`src/rtl/serial_adder_if.sv`:
```
`default_nettype none
// ============================================================================
//  Module      : serial_adder_if
//  Description : Request/result bundle for the bit-serial add/subtract unit.
//                The master issues operands and the start request; the slave
//                returns status and the result flags.
//  Revision    : 1.0 - initial release
// ============================================================================
interface serial_adder_if #(
    parameter int WIDTH = 16
);
    logic             start;
    logic             sub;
    logic [WIDTH-1:0] a;
    logic [WIDTH-1:0] b;
    logic             busy;
    logic             done;
    logic [WIDTH-1:0] sum;
    logic             carry_out;
    logic             overflow;

    modport master (
        output start, sub, a, b,
        input  busy, done, sum, carry_out, overflow
    );

    modport slave (
        input  start, sub, a, b,
        output busy, done, sum, carry_out, overflow
    );
endinterface
`default_nettype wire

```
`src/rtl/serial_adder.sv`:
```
`default_nettype none
// ============================================================================
//  Module      : serial_adder (with leaf full_adder)
//  Description : Bit-serial add/subtract unit. One full adder plus a carry
//                flop processes WIDTH-bit operands LSB first, one bit per
//                clock, producing sum, carry_out and signed overflow.
//  Revision    : 1.0 - initial release
// ============================================================================

module full_adder (
    input  wire logic a,
    input  wire logic b,
    input  wire logic cin,
    output logic      s,
    output logic      cout
);
    assign s    = a ^ b ^ cin;
    assign cout = (a & b) | (a & cin) | (b & cin);
endmodule

module serial_adder #(
    parameter int WIDTH = 16
) (
    input  wire logic           clk,
    input  wire logic           rst_n,
    serial_adder_if.slave       bus
);
    localparam int CNT_W = $clog2(WIDTH) + 1;

    typedef enum logic [1:0] {
        IDLE = 2'd0,
        RUN  = 2'd1,
        DONE = 2'd2
    } state_t;

    state_t             state;
    state_t             state_nxt;

    logic [WIDTH-1:0]   sh_a;
    logic [WIDTH-1:0]   sh_b;
    logic [WIDTH-1:0]   res;
    logic [CNT_W-1:0]   cnt;
    logic               cy;
    logic               co;
    logic               ov;

    logic               fa_s;
    logic               fa_c;
    logic               accept;
    logic               last_bit;

    // A new operation is accepted only outside RUN; DONE may chain directly
    assign accept   = bus.start && (state != RUN);
    assign last_bit = (state == RUN) && (cnt == CNT_W'(WIDTH - 1));

    full_adder u_fa (
        .a    (sh_a[0]),
        .b    (sh_b[0]),
        .cin  (cy),
        .s    (fa_s),
        .cout (fa_c)
    );

    // State register
    always_ff @(posedge clk or negedge rst_n) begin
        if (!rst_n) begin
            state <= IDLE;
        end else begin
            state <= state_nxt;
        end
    end

    // Next-state decode
    always_comb begin
        state_nxt = state;
        case (state)
            IDLE:    if (bus.start) state_nxt = RUN;
            RUN:     if (last_bit)  state_nxt = DONE;
            DONE:    state_nxt = bus.start ? RUN : IDLE;
            default: state_nxt = IDLE;
        endcase
    end

    // Operand shifters, carry flop, bit counter and result capture
    always_ff @(posedge clk or negedge rst_n) begin
        if (!rst_n) begin
            sh_a <= '0;
            sh_b <= '0;
            res  <= '0;
            cnt  <= '0;
            cy   <= 1'b0;
            co   <= 1'b0;
            ov   <= 1'b0;
        end else if (accept) begin
            // Subtraction is a + ~b + 1: invert B and preload carry with 1
            sh_a <= bus.a;
            sh_b <= bus.b ^ {WIDTH{bus.sub}};
            cy   <= bus.sub;
            cnt  <= '0;
            res  <= '0;
            co   <= 1'b0;
            ov   <= 1'b0;
        end else if (state == RUN) begin
            // Sum bits enter from the MSB so after WIDTH shifts bit 0 is LSB
            res  <= {fa_s, res[WIDTH-1:1]};
            cy   <= fa_c;
            sh_a <= {1'b0, sh_a[WIDTH-1:1]};
            sh_b <= {1'b0, sh_b[WIDTH-1:1]};
            cnt  <= cnt + 1'b1;
            if (last_bit) begin
                // cy still holds the carry into the MSB at this point
                co <= fa_c;
                ov <= cy ^ fa_c;
            end
        end
    end

    assign bus.busy      = (state == RUN);
    assign bus.done      = (state == DONE);
    assign bus.sum       = res;
    assign bus.carry_out = co;
    assign bus.overflow  = ov;
endmodule
`default_nettype wire

```
`src/flat_wrapper.sv`:
```
// flat-port wrapper written by rule: the top's interface ports become plain ports
module serial_adder_flat 
#(
    parameter int WIDTH = 16
)
  (clk, rst_n, bus_start, bus_sub, bus_a, bus_b, bus_busy, bus_done, bus_sum, bus_carry_out, bus_overflow);
  serial_adder_if #(.WIDTH(WIDTH)) bus_i ();
  input  wire logic clk;
  input  wire logic rst_n;
  input wire logic [$bits(bus_i.start)-1:0] bus_start;
  input wire logic [$bits(bus_i.sub)-1:0] bus_sub;
  input wire logic [$bits(bus_i.a)-1:0] bus_a;
  input wire logic [$bits(bus_i.b)-1:0] bus_b;
  output wire logic [$bits(bus_i.busy)-1:0] bus_busy;
  output wire logic [$bits(bus_i.done)-1:0] bus_done;
  output wire logic [$bits(bus_i.sum)-1:0] bus_sum;
  output wire logic [$bits(bus_i.carry_out)-1:0] bus_carry_out;
  output wire logic [$bits(bus_i.overflow)-1:0] bus_overflow;
  assign bus_i.start = bus_start;
  assign bus_i.sub = bus_sub;
  assign bus_i.a = bus_a;
  assign bus_i.b = bus_b;
  assign bus_busy = bus_i.busy;
  assign bus_done = bus_i.done;
  assign bus_sum = bus_i.sum;
  assign bus_carry_out = bus_i.carry_out;
  assign bus_overflow = bus_i.overflow;
  serial_adder #(.WIDTH(WIDTH)) u_core (.clk(clk), .rst_n(rst_n), .bus(bus_i));
endmodule
```
`config.mk`:
```
export PLATFORM = sky130hd
export DESIGN_NAME = serial_adder_flat
export DESIGN_NICKNAME = d
export VERILOG_FILES = /design/src/rtl/serial_adder_if.sv /design/src/rtl/serial_adder.sv /design/src/flat_wrapper.sv
export SDC_FILE = /design/constraint.sdc
export NUM_CORES = 1
export LEC_CHECK = 0
export BUFFER_PORTS_ARGS = -buffer_cell sky130_fd_sc_hd__buf_2
export CAP_MARGIN = 0
export CORE_ASPECT_RATIO = 0.75
export CORE_MARGIN = 1.5
export CORE_UTILIZATION = 30
export CTS_CLUSTER_DIAMETER = 100
export CTS_CLUSTER_SIZE = 24
export DETAILED_ROUTE_END_ITERATION = 7
export PLACE_DENSITY_LB_ADDON = 0.3
export SYNTH_ARGS = -nofsm -noshare
export SYNTH_HDL_FRONTEND = slang
export SYNTH_SLANG_ARGS = --single-unit
```
`constraint.sdc`:
```
create_clock -name clk -period 2.4 [get_ports clk]
set_input_delay 0.12 -clock clk [delete_from_list [all_inputs] [get_ports clk]]
set_output_delay 0.12 -clock clk [all_outputs]
set_load 0.05 [all_outputs]
```
* Yosys cells after proc, flatten, opt, wreduce, memory -nomap -nowiden
Index checks and enable logic that the tools add are counted.
** Operators by class
- Add/sub/neg operators :: 1
- Equal/unequal tests :: 6
- Mux-type cells :: 20
- Bitwise logic cells :: 9
- Reduce and logical (&&, ||, !) cells :: 7
** Operators by type and width (count)
- 2-to-1 mux 16 bit :: 6
- XOR 16 bit :: 1
- 2-to-1 mux 5 bit :: 2
- 2-to-1 mux 1 bit :: 9
- case mux 2 bit (3 select lines) :: 1
- adder 5 x 1 -> 5 bit, second input constant :: 1
- equality test 5 x 4 -> 1 bit, second input constant :: 1
- 2-to-1 mux 2 bit :: 2
- != test 2 x 1 -> 1 bit, second input constant :: 2
- AND reduction 2 bit :: 2
- nonzero test 2 bit :: 2
- AND 1 bit :: 3
- XOR 1 bit :: 3
- equality test 2 x 1 -> 1 bit, second input constant :: 1
- equality test 2 bit, second input constant :: 1
- logical AND 1 bit :: 2
- logical NOT 2 bit :: 1
- != test 2 bit, second input constant :: 1
- OR 1 bit :: 2
** Storage, ports and cells
- Register bits :: 58
- Output and inout port bits :: 20

* Longest topological paths before layout
- Word-level depth :: 7
- Depth in mapped cells :: 7
- Depth with buffers taken out :: 5

* By module
A second synthesis with hierarchy kept.
** Unflattened totals
- Cells, all modules :: 269
- Area total of the unflattened synthesis :: 2772.7 um^2
** By module, submodules not included
- serial_adder :: instances 1, cells each 268, area each 2752.6 um^2
- full_adder :: instances 1, cells each 1, area each 20.0 um^2

* Worst setup path before layout
OpenSTA, ideal clock, no wires.
- Kind :: reg2reg
- Start point :: register u_core.cnt[0]
- End point :: register u_core.co, in the netlist u_core.bus.carry_out
- Setup time :: 0.121 ns
- Data arrival time :: 1.345 ns
- Data required time :: 2.279 ns
- Path slack :: 0.934 ns
- Cell stages (with the launch flop) :: 6
- Buffers on the path :: 0
- Period minus slack after synthesis :: 1.466 ns
- Cell sequence :: dfrtp_1 > ha_1 > and3_1 > ha_1 > and2_1 > a22o_1
** On the way
- Word-level cells in the longest chain between the ends :: 4
** RTL lines
- from (decl) :: RTL line serial_adder.sv:42 : logic [CNT_W-1:0] cnt;
- from (signal assigned) :: RTL line serial_adder.sv:109 : cnt <= cnt + 1'b1;
- equality test 5 x 4 -> 1 bit :: RTL line serial_adder.sv:54 : assign last_bit = (state == RUN) && (cnt == CNT_W'(WIDTH - 1));
- logical AND 1 bit :: RTL line serial_adder.sv:54
- nonzero test 2 bit (no line)
- AND reduction 2 bit (no line)
- to (signal assigned) :: RTL line serial_adder.sv:92 : co <= 1'b0;
- to (signal assigned) :: RTL line serial_adder.sv:101 : co <= 1'b0;
- to (signal assigned) :: RTL line serial_adder.sv:112 : co <= fa_c;
- to (decl) :: RTL line serial_adder.sv:44 : logic co;
Every way passes these cells.
A chain may end at the register's enable or synchronous reset.

* Final worst setup path
- Start point :: register u_core.state[1]
- End point :: output bus_busy
** On the way
- Word-level cells in the longest chain between the ends :: 1
** RTL lines
- from (decl) :: RTL line serial_adder.sv:36 : state_t state;
- from (signal assigned) :: RTL line serial_adder.sv:69 : state <= state_nxt;
- equality test 2 x 1 -> 1 bit :: RTL line serial_adder.sv:118 : assign bus.busy = (state == RUN);
- to (decl) :: RTL line flat_wrapper.sv:14 : output wire logic [$bits(bus_i.busy)-1:0] bus_busy;
Every way passes these cells.

==> impl_metrics.toml <==
[detailed_routing]
vias_per_cell = 4.28
drc = 0
wl_um = 5470
ant_nets = 0
via_count = 1960
firstDrtPassIters = 4
wl_per_cell_um = 12.0
first_iter_violations = 113

[cts]
clk_pin_slew_ps = 50
holdBufCountCts = 1
cts_setup_buffers = 0
ctsHtreeMaxLevel = 3
clockRootBuffer = "clkbuf_16"
cts.repair.resized = 0
cts_buffers = 9
clkLatencyLatePin_ps = 310
cts_sinks = 58
clk_path_buf_depth = 2
cts_tree = "yes"

[die]
die_w_um = 115
rows = 30
start_util_pct = 31.0
die_area_um2 = 9970
core_region_area_um2 = 9080
die_h_um = 86.9
ioPinCount = 56

[layout]
syn_to_final_growth_pct = 23.4
nNetsFinal = 364
drive_above_1_share_pct = 24.2
antennaDiodeCount = 0

[run]
maxCapViolations = 0

[synth]
synth_top_flop_cell = "dfrtp_1"
synth_async_sr_flop_share_pct = 100
synth_area_per_cell_um2 = 10.3
synthTopCellsByArea = "dfrtp_1, mux2i_1, o21ai_0, nand2_1, xor2_1"
synth.top_cells.by_count = "nand2_1, dfrtp_1, o21ai_0"
syn_inst = 273
ys_warn_count = 0
synth_top_area_share_pct = 51.6
synth-edff-count = 0
syn_area_um2 = 2810
synth_cell_type_count = 31
yosysMostFrequentCell = "nand2_1"
yosysSeqAreaShare_pct = 51.6
syn_nets = 312
yosysTopAreaCell = "dfrtp_1"
ys_seq_elements = 58

[grt]
grt_pass1_vias = 1840
grt_start_max_net_pins = 59
antenna_found_initial = 0
track_usage_pct = 11.9
overflow = 0
grt_pass1_wl_um = 9140

[sta]
skew_ps = 5.46
fmax_mhz = 610
report.final.setup_viol = 0
worstMarginPinSlew_ps = 743
rsz0062_at_grt = "false"
slew_violations = 0
setup_tns_ps = 0
fin_crit_sh_pct = 68.3
max-slew-margin-rel_pct = 50.5
hold_violations = 0
fin_crit_ps = 1640

[pwr]
ir_worst_vdd_mv = 0.421
power.total_mw = 4.56
powerDensity_nw_per_um2 = 1320
p_leak_nw = 1.72

[place]
gp_congestion = 0.707
port_buffers = 55
dp_hpwl_um = 3690

[critical_path]
worst_setup_path_end_kind = "output pin"
cp.arrival_ps = 1520
path_max_fanout = 25
crit_required_ps = 2280
path_class = "register to output pin"
start_kind = "register"

[hold_path]
hold_path_class = "primary input to register"

[status]
outcome = "completed"
==> power by group <==
part	internal [mW]	leakage, nW	switching, mW
sequential	1.37	0.752	0.244
clock	1.01	0.160	0.419
combinational	0.471	0.808	1.05
total	2.86	1.72	1.71
==> metrics by stage <==
stage / area (um2) / util [%] / cells / hold slack [ps] / setup slack [ps]
floorplan: 2810 / - / 273 / -176 / 934
global placement: 3130 / 34.4 / 441 / 331 / 855
detailed placement: 3130 / 34.4 / 441 / 327 / 819
CTS: 3470 / 38.2 / 458 / 61.4 / 742
global route: 3470 / 38.2 / 458 / 82.8 / 674
finish: 3470 / 38.2 / 458 / 65.7 / 760
==> sequential cells by signal, summed over array words and instances (netlist names) <==
name                  count
u_core.sh_b              16
u_core.sh_a              16
u_core.state              2
u_core.bus.carry_out      1
u_core.bus.overflow       1
u_core.bus.sum           16
u_core.cy                 1
u_core.cnt                5
==> final timing paths <==
path	startpoint	to	slack, ps	depth (start not counted)
worst max-delay path	u_core.state[1]	bus_busy	760	3
worst min-delay path	bus_a[15]	u_core.sh_a[15]	70	3
worst max register to register	u_core.state[1]	u_core.cnt[3]	830	5
worst min register to register	u_core.sh_b[6]	u_core.sh_b[5]	470	2
max in group asynchronous	rst_n	u_core.bus.sum[3]	1420	3
min in group asynchronous	rst_n	u_core.bus.sum[12]	480	3
==> area by class of cell <==
cell class	instances	area, um2
well taps	128	160
inverters	7	26.3
clock buffers	11	233
fillers	940	5610
clock inverters	5	103
flip-flops and latches	58	1450
repair buffers	62	330
multi-input cells	187	1170
==> cell families (layout without fill, tap and decap cells) <==
logic type / count (synthesis) / count (layout) / synth area share, %
XOR/XNOR: 18 / 18 / 5.61
buffers and inverters: 28 / 85 / 6.89
adder cells (fa/ha/maj): 3 / 3 / 1.60
AO/OA/AOI/OAI: 56 / 56 / 10.7
multiplexers: 35 / 35 / 12.6
flip-flops: 58 / 58 / 51.6
AND/OR/NAND/NOR: 75 / 75 / 11.0
==> per-layer routing <==
| layer | share of wire (%) | vias up | routed length (um) | GRT usage [%] |
|---|---|---|---|---|
| met1 | 53 | 913 | 2870 | 17.1 |
| met3 | 4.5 | 2 | 248 | 4.66 |
| met4 | 0.44 | 0 | 24 | 3.70 |
| li1 | - | 1011 | - | - |
| met2 | 43 | 34 | 2330 | 16.6 |
| met5 | 0 | - | 0 | 0 |
==> worst max-delay path, cell delays in order, from the launching register on <==
cell and delay (ps):
dfrtp_1 370, nand2b_4 200, inv_2 300, buf_2 340
==> placed cells by master (no fill, tap or decap), types with 4 or more instances in the layout <==
| master | netlist | final |
|---|---|---|
| clkbuf_16 | 0 | 9 |
| buf_4 | 4 | 6 |
| dfrtp_1 | 58 | 58 |
| nand2_1 | 64 | 64 |
| mux2i_1 | 34 | 34 |
| nand3_1 | 4 | 4 |
| o21ai_0 | 48 | 48 |
| xor2_1 | 15 | 15 |
| buf_2 | 5 | 55 |
| inv_1 | 6 | 6 |
Note: power is estimated with default switching activity, not from simulation.
